===== config.mk =====
export PLATFORM = sky130hd
export DESIGN_NAME = mpp_prog_mem_flat
export DESIGN_NICKNAME = d
export VERILOG_FILES = /design/src/rtl/mpp_prog_mem_if.sv /design/src/rtl/mpp_prog_mem.sv /design/src/flat_wrapper.sv
export SDC_FILE = /design/constraint.sdc
export NUM_CORES = 1
export LEC_CHECK = 0
export CORE_MARGIN = 2
export CORE_UTILIZATION = 65
export CTS_BUF_LIST = sky130_fd_sc_hd__clkbuf_8
export DETAILED_ROUTE_END_ITERATION = 7
export GPL_TIMING_DRIVEN = 0
export PLACE_DENSITY = 0.81
export REMOVE_ABC_BUFFERS = 1
export SKIP_CTS_REPAIR_TIMING = 1
export SLEW_MARGIN = 30
export SYNTH_ARGS = -nofsm -noshare
export SYNTH_HDL_FRONTEND = slang
export SYNTH_SLANG_ARGS = --single-unit

===== constraint.sdc =====
create_clock -name clk -period 6.17 [get_ports clk]
set_clock_uncertainty 0.05 [all_clocks]
set_input_delay 1.851 -clock clk [delete_from_list [all_inputs] [get_ports clk]]
set_output_delay 1.851 -clock clk [all_outputs]
set_load 0.02 [all_outputs]

===== src/rtl/mpp_prog_mem_if.sv =====
// Fetch and load bus between the mpp core (master) and its program memory (slave).
interface mpp_prog_mem_if #(
  parameter int DATA_W = 8,
  parameter int ADDR_W = 16
);
  // Fetch: a falling edge on cs_n with addr stable requests one word; rvalid pulses
  // once with rdata. Load: a load_en cycle either writes or is answered by load_err.
  logic              cs_n;
  logic [ADDR_W-1:0] addr;
  logic [DATA_W-1:0] rdata;
  logic              rvalid;
  logic              busy;
  logic              oob_err;
  logic              load_en;
  logic [ADDR_W-1:0] load_addr;
  logic [DATA_W-1:0] load_data;
  logic              load_err;

  modport master (
    output cs_n, addr, load_en, load_addr, load_data,
    input  rdata, rvalid, busy, oob_err, load_err
  );

  modport slave (
    input  cs_n, addr, load_en, load_addr, load_data,
    output rdata, rvalid, busy, oob_err, load_err
  );
endinterface


===== src/rtl/mpp_prog_mem.sv =====
// Clocked program memory for the mpp core: edge-triggered fetch with programmable
// wait states, out-of-range fill word, and a run-time load port.
module mpp_prog_mem #(
  parameter int                DATA_W      = 8,
  parameter int                ADDR_W      = 16,
  parameter int                DEPTH       = 32,
  parameter int                WAIT_STATES = 1,
  parameter logic [DATA_W-1:0] FILL_VALUE  = '0
) (
  input  logic              clk,
  input  logic              rst,
  mpp_prog_mem_if.slave     bus,
  output logic [1:0]        dbg_state
);

  localparam int IDX_W = (DEPTH > 1) ? $clog2(DEPTH) : 1;
  localparam logic [ADDR_W:0] DEPTH_L  = (ADDR_W + 1)'(DEPTH);
  localparam logic [3:0]      CNT_LAST = (WAIT_STATES > 0) ? 4'(WAIT_STATES - 1) : 4'd0;

  typedef enum logic [1:0] {
    S_IDLE = 2'd0,
    S_WAIT = 2'd1,
    S_READ = 2'd2
  } state_t;

  state_t              state;
  state_t              state_n;
  logic                cs_n_q;
  logic [3:0]          cnt;
  logic [ADDR_W-1:0]   addr_q;
  logic [DATA_W-1:0]   rdata_q;
  logic                rvalid_q;
  logic                oob_q;
  logic                load_err_q;
  logic [DATA_W-1:0]   mem [DEPTH];

  logic start;
  logic fetch_in_range;
  logic load_in_range;
  logic load_ok;
  logic load_rej;

  // Full-width compare with one extra bit so DEPTH == 2**ADDR_W is representable.
  assign fetch_in_range = {1'b0, addr_q} < DEPTH_L;
  assign load_in_range  = {1'b0, bus.load_addr} < DEPTH_L;

  assign start    = (state == S_IDLE) && !bus.cs_n && cs_n_q;
  assign load_ok  = bus.load_en && !rst && (state == S_IDLE) && !start && load_in_range;
  assign load_rej = bus.load_en && !load_ok;

  always_comb begin
    state_n = state;
    case (state)
      S_IDLE: if (start) state_n = (WAIT_STATES > 0) ? S_WAIT : S_READ;
      S_WAIT: begin
        if (bus.cs_n)            state_n = S_IDLE;
        else if (cnt == CNT_LAST) state_n = S_READ;
      end
      S_READ:  state_n = S_IDLE;
      default: state_n = S_IDLE;
    endcase
  end

  always_ff @(posedge clk) begin
    if (rst) begin
      state      <= S_IDLE;
      cs_n_q     <= 1'b1;
      cnt        <= 4'd0;
      addr_q     <= '0;
      rdata_q    <= '0;
      rvalid_q   <= 1'b0;
      oob_q      <= 1'b0;
      load_err_q <= 1'b0;
    end else begin
      state      <= state_n;
      cs_n_q     <= bus.cs_n;
      rvalid_q   <= 1'b0;
      oob_q      <= 1'b0;
      load_err_q <= load_rej;
      if (start) begin
        addr_q <= bus.addr;
        cnt    <= 4'd0;
      end else if (state == S_WAIT) begin
        cnt <= cnt + 4'd1;
      end
      if (state == S_READ) begin
        rdata_q  <= fetch_in_range ? mem[addr_q[IDX_W-1:0]] : FILL_VALUE;
        rvalid_q <= 1'b1;
        oob_q    <= !fetch_in_range;
      end
    end
  end

  // Program image survives reset; only the load port writes it.
  always_ff @(posedge clk) begin
    if (load_ok) mem[bus.load_addr[IDX_W-1:0]] <= bus.load_data;
  end

  assign bus.rdata    = rdata_q;
  assign bus.rvalid   = rvalid_q;
  assign bus.oob_err  = oob_q;
  assign bus.load_err = load_err_q;
  assign bus.busy     = (state != S_IDLE) || rvalid_q;
  assign dbg_state    = state;

endmodule


===== src/flat_wrapper.sv =====
// flat-port wrapper written by rule: the top's interface ports become plain ports
module mpp_prog_mem_flat 
#(
  parameter int                DATA_W      = 8,
  parameter int                ADDR_W      = 16,
  parameter int                DEPTH       = 32,
  parameter int                WAIT_STATES = 1,
  parameter logic [DATA_W-1:0] FILL_VALUE  = '0
)
  (clk, rst, dbg_state, bus_cs_n, bus_addr, bus_load_en, bus_load_addr, bus_load_data, bus_rdata, bus_rvalid, bus_busy, bus_oob_err, bus_load_err);
  mpp_prog_mem_if #(.DATA_W(DATA_W), .ADDR_W(ADDR_W)) bus_i ();
  input  logic clk;
  input  logic rst;
  output logic [1:0] dbg_state;
  input wire logic [$bits(bus_i.cs_n)-1:0] bus_cs_n;
  input wire logic [$bits(bus_i.addr)-1:0] bus_addr;
  input wire logic [$bits(bus_i.load_en)-1:0] bus_load_en;
  input wire logic [$bits(bus_i.load_addr)-1:0] bus_load_addr;
  input wire logic [$bits(bus_i.load_data)-1:0] bus_load_data;
  output wire logic [$bits(bus_i.rdata)-1:0] bus_rdata;
  output wire logic [$bits(bus_i.rvalid)-1:0] bus_rvalid;
  output wire logic [$bits(bus_i.busy)-1:0] bus_busy;
  output wire logic [$bits(bus_i.oob_err)-1:0] bus_oob_err;
  output wire logic [$bits(bus_i.load_err)-1:0] bus_load_err;
  assign bus_i.cs_n = bus_cs_n;
  assign bus_i.addr = bus_addr;
  assign bus_i.load_en = bus_load_en;
  assign bus_i.load_addr = bus_load_addr;
  assign bus_i.load_data = bus_load_data;
  assign bus_rdata = bus_i.rdata;
  assign bus_rvalid = bus_i.rvalid;
  assign bus_busy = bus_i.busy;
  assign bus_oob_err = bus_i.oob_err;
  assign bus_load_err = bus_i.load_err;
  mpp_prog_mem #(.DATA_W(DATA_W), .ADDR_W(ADDR_W), .DEPTH(DEPTH), .WAIT_STATES(WAIT_STATES), .FILL_VALUE(FILL_VALUE)) u_core (.clk(clk), .rst(rst), .bus(bus_i), .dbg_state(dbg_state));
endmodule

### Word level (Yosys, flattened, before mapping)

Memory sizes are Yosys's and may differ from the RTL's. A register that Yosys moved wholly into a read port is not among the register bits.
Index checks and enable logic that the tools add are counted.

| word-level totals | value |
|---|---|
| bits in registers | 34 |
| memory bits (writable) | 256 |
| input bits | 44 |
| output and inout bits | 14 |
| word-level logic and storage cells | 46 |
| memories kept | 1 |

| operators by class | value |
|---|---|
| $add $sub $neg | 1 |
| $lt $le $gt $ge | 2 |
| equality and inequality tests | 4 |
| muxes and demuxes | 10 |
| bitwise operators | 1 |
| reductions and logical operators | 19 |

Memory list:

| memory | depth | bits a word | read ports | clocked after Yosys merged registers in | write ports | line | source |
|---|---|---|---|---|---|---|---|
| u_core.mem | 32 | 8 | 1 | 1 | 1 | mpp_prog_mem.sv:35 | `logic [DATA_W-1:0] mem [DEPTH];` |

Operator list:

| cell | number |
|---|---|
| $lt 16x6->1 const B | 2 |
| $mux 5 | 2 |
| $mux 8 | 1 |
| $logic_and 1x1->1 | 7 |
| $mux 2 | 3 |
| $logic_not 1->1 | 5 |
| $add 4x1->4 const B | 1 |
| $logic_not 4->1 | 1 |
| $pmux 2 s2 | 1 |
| $reduce_or 2->1 | 2 |
| $mux 1 | 3 |
| $ne 3x2->1 const B | 1 |
| $eq 2x1->1 const B | 1 |
| $eq 2x2->1 const B | 1 |
| $logic_not 2->1 | 1 |
| $ne 2x1->1 const B | 1 |
| $reduce_and 2->1 | 1 |
| $reduce_bool 2->1 | 1 |
| $logic_or 1x1->1 | 1 |
| $not 1->1 | 1 |

### Depth between registers and ports, before layout

| depth | value |
|---|---|
| word-level depth | 8 |
| gate-level depth with buffers | 8 |
| mapped depth without buffers | 5 |

### Least setup slack after synthesis

OpenSTA, ideal clock, no wires.

| timing path | value |
|---|---|
| kind | input port to flip-flop |
| start | input bus_load_addr[13] |
| end | memory u_core.mem[28][0], enable pin |
| setup time | 0.370 ns |
| data arrival time | 3.077 ns |
| data required time | 5.750 ns |
| slack | 2.673 ns |
| stages | 5 |
| buffers on the path | 0 |
| cell sequence | nor4b_1 nand4_1 nor3_2 nand3_1 nor2_1 |

| between the ends | value |
|---|---|
| longest elaborated chain between the ends | 4 |

Ends and longest elaborated chain:

| what | line | source |
|---|---|---|
| from (decl) | flat_wrapper.sv:18 | `input wire logic [$bits(bus_i.load_addr)-1:0] bus_load_addr;` |
| $lt 16x6->1 | mpp_prog_mem.sv:45 | `assign load_in_range = {1'b0, bus.load_addr} < DEPTH_L;` |
| $logic_and 1x1->1 | mpp_prog_mem.sv:48 | `assign load_ok = bus.load_en && !rst && (state == S_IDLE) && !start && load_in_range;` |
| $mux 1 | mpp_prog_mem.sv:96 | `if (load_ok) mem[bus.load_addr[IDX_W-1:0]] <= bus.load_data;` |
| $mux 1 (not written as such) | mpp_prog_mem.sv:96 |  |
| to (decl) | mpp_prog_mem.sv:35 |  |

No other way between the ends.

### Final worst setup path

| timing path | value |
|---|---|
| start | input rst |
| end | memory u_core.mem[29][2], enable pin |

| between the ends | value |
|---|---|
| longest elaborated chain between the ends | 7 |

Ends and longest elaborated chain:

| what | line | source |
|---|---|---|
| from (decl) | flat_wrapper.sv:13 | `input logic rst;` |
| $logic_not 1->1 | mpp_prog_mem.sv:48 |  |
| $logic_and 1x1->1 (4 in series) | mpp_prog_mem.sv:48 |  |
| $mux 1 | mpp_prog_mem.sv:96 |  |
| $mux 1 (not written as such) | mpp_prog_mem.sv:96 |  |

No other way between the ends.

==> results.yml <==
run_status:
  status: "completed"
cells_and_area:
  drive_above_1_share_pct: 17.86
  syn2layout_area_growth_pct: 14.33
  n_antenna_cell: 0
  utilization_pct: 75.87
  multiInputGateArea_um2: 2783
  fin_area_um2: 13080
  fillerInstances: 915
  seq_area_um2: 8478
  finalNetCount: 747
detailed_routing:
  via_per_inst: 6.178
  antenna_left: 0
  drt_iter0_markers: 565
  wl_per_cell_um: 23.05
  routed_wl_um: 22220
  first_pass_iters: 5
  drc_errors: 0
  vias: 5956
min_path:
  hp-class: "reg -> reg"
logic_synthesis:
  synth_top_area_share_pct: 67.21
  ys_seq_area_share_pct: 74.03
  syn_avg_cell_area_um2: 18.33
  synth.largest_area_cell: "edfxtp_1"
  ys_ff_latch: 295
  synthArstFlopShare_pct: 0
  yosysWarnings: 0
  ys.flop_type: "edfxtp_1"
  synth_edf_count: 256
  synth_cells: 624
  synth_area_um2: 11440
  synthTopCellsByArea: "edfxtp_1 67%, mux4_2 7.5%, dfxtp_1 6.8%"
  synth.distinct_cells: 37
clock_network:
  cts_buffer_depth: 3
  cts_tree: "built"
  clk_pin_slew_worst_paths_ns: 0.06
  cts_buffers: 46
  clock-sinks: 295
  h-tree-depth: 2
  clk_latency_ns: 0.56
  root_buffer: "clkbuf_8"
floorplanning:
  dieArea_um2: 18670
  rows: 48
  core-area_um2: 17240
  die_x_um: 136.7
  num_io_pins: 58
  fp.dieH_um: 136.7
  start_util_pct: 66.36
place:
  place_hpwl_um: 13530
  gp_congestion: 0.7896
  place.port_buffers: 57
  post_dp_cell_area_um2: 12170
power:
  power_frac_seq_pct: 54.8
  switching_share_pct: 21.22
  p_comb_share_pct: 4.8
  power.share.clock_pct: 40.4
  ir_worst_vdd_v: 0.0002362
  p_leak_nw: 4.267
  switching_power_mw: 0.8509
  internal-power_mw: 3.159
  powerDensity_nw_per_um2: 306.6
critical_path:
  cp-end-kind: "register"
  required_ns: 6.28
  crit_type: "in -> reg"
  r2r_slack_ns: 3.14
  cp.arrival_ns: 4.78
  startpoint_type: "input port"
  cp_max_fo: 22
grt:
  antenna_found_initial: 0
  grt_pass1_wl_um: 33590
  grt_pass1_vias: 6144
  overflow: 0
  grt_max_degree: 38
  track_usage_pct: 24.95
sta:
  hold_viol_final: 0
  grt_setup_unrepaired: "no"
  finalCritPeriodShare_pct: 75.59
  tightestPinTransition_ns: 0.9074
  finalSetupViolCount: 0
  worst_hold_slack_ns: 0.4072
  finalCriticalPeriod_ns: 4.664
  slew_viol_final: 0
  tns_ns: 0
  maxSlewHeadroom_pct: 39.29
  fmax_ghz: 0.2144
flow_run:
  drv_cap: 0
per-stage QoR:
step	power, mW	setup WS (ns)	instances
CTS	4.037	1.553	964
floorplan	2.335	2.672	594
global route	4.126	1.307	964
finish	4.010	1.506	964
global placement	2.426	1.163	876
detailed placement	2.433	1.016	878
cell usage in the layout (no fill, tap or decap), drive strengths merged, types with 2 or more instances in the layout:
cell	Yosys	final
a22oi	24	24
nor2	44	44
bufinv	0	3
nor4	5	5
nand3b	2	2
ha	2	2
xor2	2	2
clkbuf	10	51
clkdlybuf4s50	0	49
nand4	3	3
or2	3	3
mux4	64	64
clkinv	0	19
nand3	10	10
mux2	8	8
inv	4	16
nor4b	2	2
nand2	81	81
buf	20	10
nor2b	5	5
a21oi	19	19
dfxtp	39	39
nor3	3	3
nand2b	10	10
edfxtp	256	256
nor3b	3	3
critical path: stages:
cell	delay (ns)
clkdlybuf4s50_1	0.82
or2_0	0.56
nor3_2	0.49
nand3_1	0.30
nor2_1	0.75
kinds of logic (layout without fill, tap and decap cells):
group                    after synthesis  after routing  synth area share, %
flip-flops                           295            295                74.03
AND/OR/NAND/NOR                      175            175                7.231
multiplexers                          72             72                14.24
AO/OA/AOI/OAI                         43             43                2.406
buffers and inverters                 34            149                1.641
XOR/XNOR                               3              3               0.2298
adder cells (fa/ha/maj)                2              2               0.2187
flip-flops by register name, summed over array words and instances (netlist names), named ones only:
| register | cells |
|---|---|
| u_core.mem | 256 |
| u_core.addr_q | 16 |
| u_core.bus.rdata | 8 |
| u_core.cnt | 4 |
| u_core.dbg_state | 2 |
| u_core.bus.load_err | 1 |
| u_core.bus.oob_err | 1 |
| u_core.bus.rvalid | 1 |
| u_core.cs_n_q | 1 |
final timing paths:
kind,cells past startpoint,start,end
max,5,rst,u_core.mem[29][2]
min,2,u_core.addr_q[0],register
max reg2reg,5,u_core.dbg_state[1],u_core.mem[29][2]
min reg2reg,2,u_core.addr_q[0],register
synthesized netlist by cell type (2+ instances only):
| cell type | instances |
|---|---|
| nand3_1 | 10 |
| ha_1 | 2 |
| buf_6 | 6 |
| edfxtp_1 | 256 |
| nand2b_1 | 10 |
| nor2b_1 | 5 |
| nor2_1 | 44 |
| xor2_1 | 2 |
| a21oi_1 | 19 |
| nand3b_1 | 2 |
| mux2_2 | 8 |
| nor4_1 | 5 |
| or2_2 | 2 |
| buf_1 | 6 |
| inv_1 | 4 |
| clkbuf_2 | 2 |
| dfxtp_1 | 39 |
| nor3b_4 | 2 |
| mux4_1 | 26 |
| nand2_1 | 81 |
| buf_2 | 7 |
| nor3_2 | 2 |
| a22oi_1 | 24 |
| nand4_1 | 3 |
| clkbuf_1 | 8 |
| mux4_2 | 38 |
layer usage:
metal | track usage [%] | share of wire (%) | vias up
met5 | 0 | 0 | -
met4 | 7.639 | 1.7 | 0
met3 | 6.074 | 9.4 | 34
met2 | 41.17 | 50 | 307
met1 | 33.52 | 39 | 2983
li1 | - | - | 2632
power groups by stage:
stage | sequential [mW] | combinational (mW) | clock (mW)
after floorplan | 2.24 | 0.0926 | 0
after global placement | 2.25 | 0.174 | 0
after detailed placement | 2.24 | 0.190 | 0
after CTS | 2.20 | 0.192 | 1.64
after global routing | 2.20 | 0.206 | 1.72
final | 2.20 | 0.191 | 1.62
cell type report:
| class | count | share of cell area, % |
|---|---|---|
| Clock buffer | 51 | 5.367 |
| Clock inverter | 35 | 1.780 |
| Inverter | 4 | 0.1148 |
| Multi-Input combinational cell | 295 | 21.28 |
| Sequential cell | 295 | 64.83 |
| Tap cell | 225 | 2.153 |
| Timing Repair Buffer | 59 | 4.478 |
Note: power is estimated with default switching activity, not from simulation.
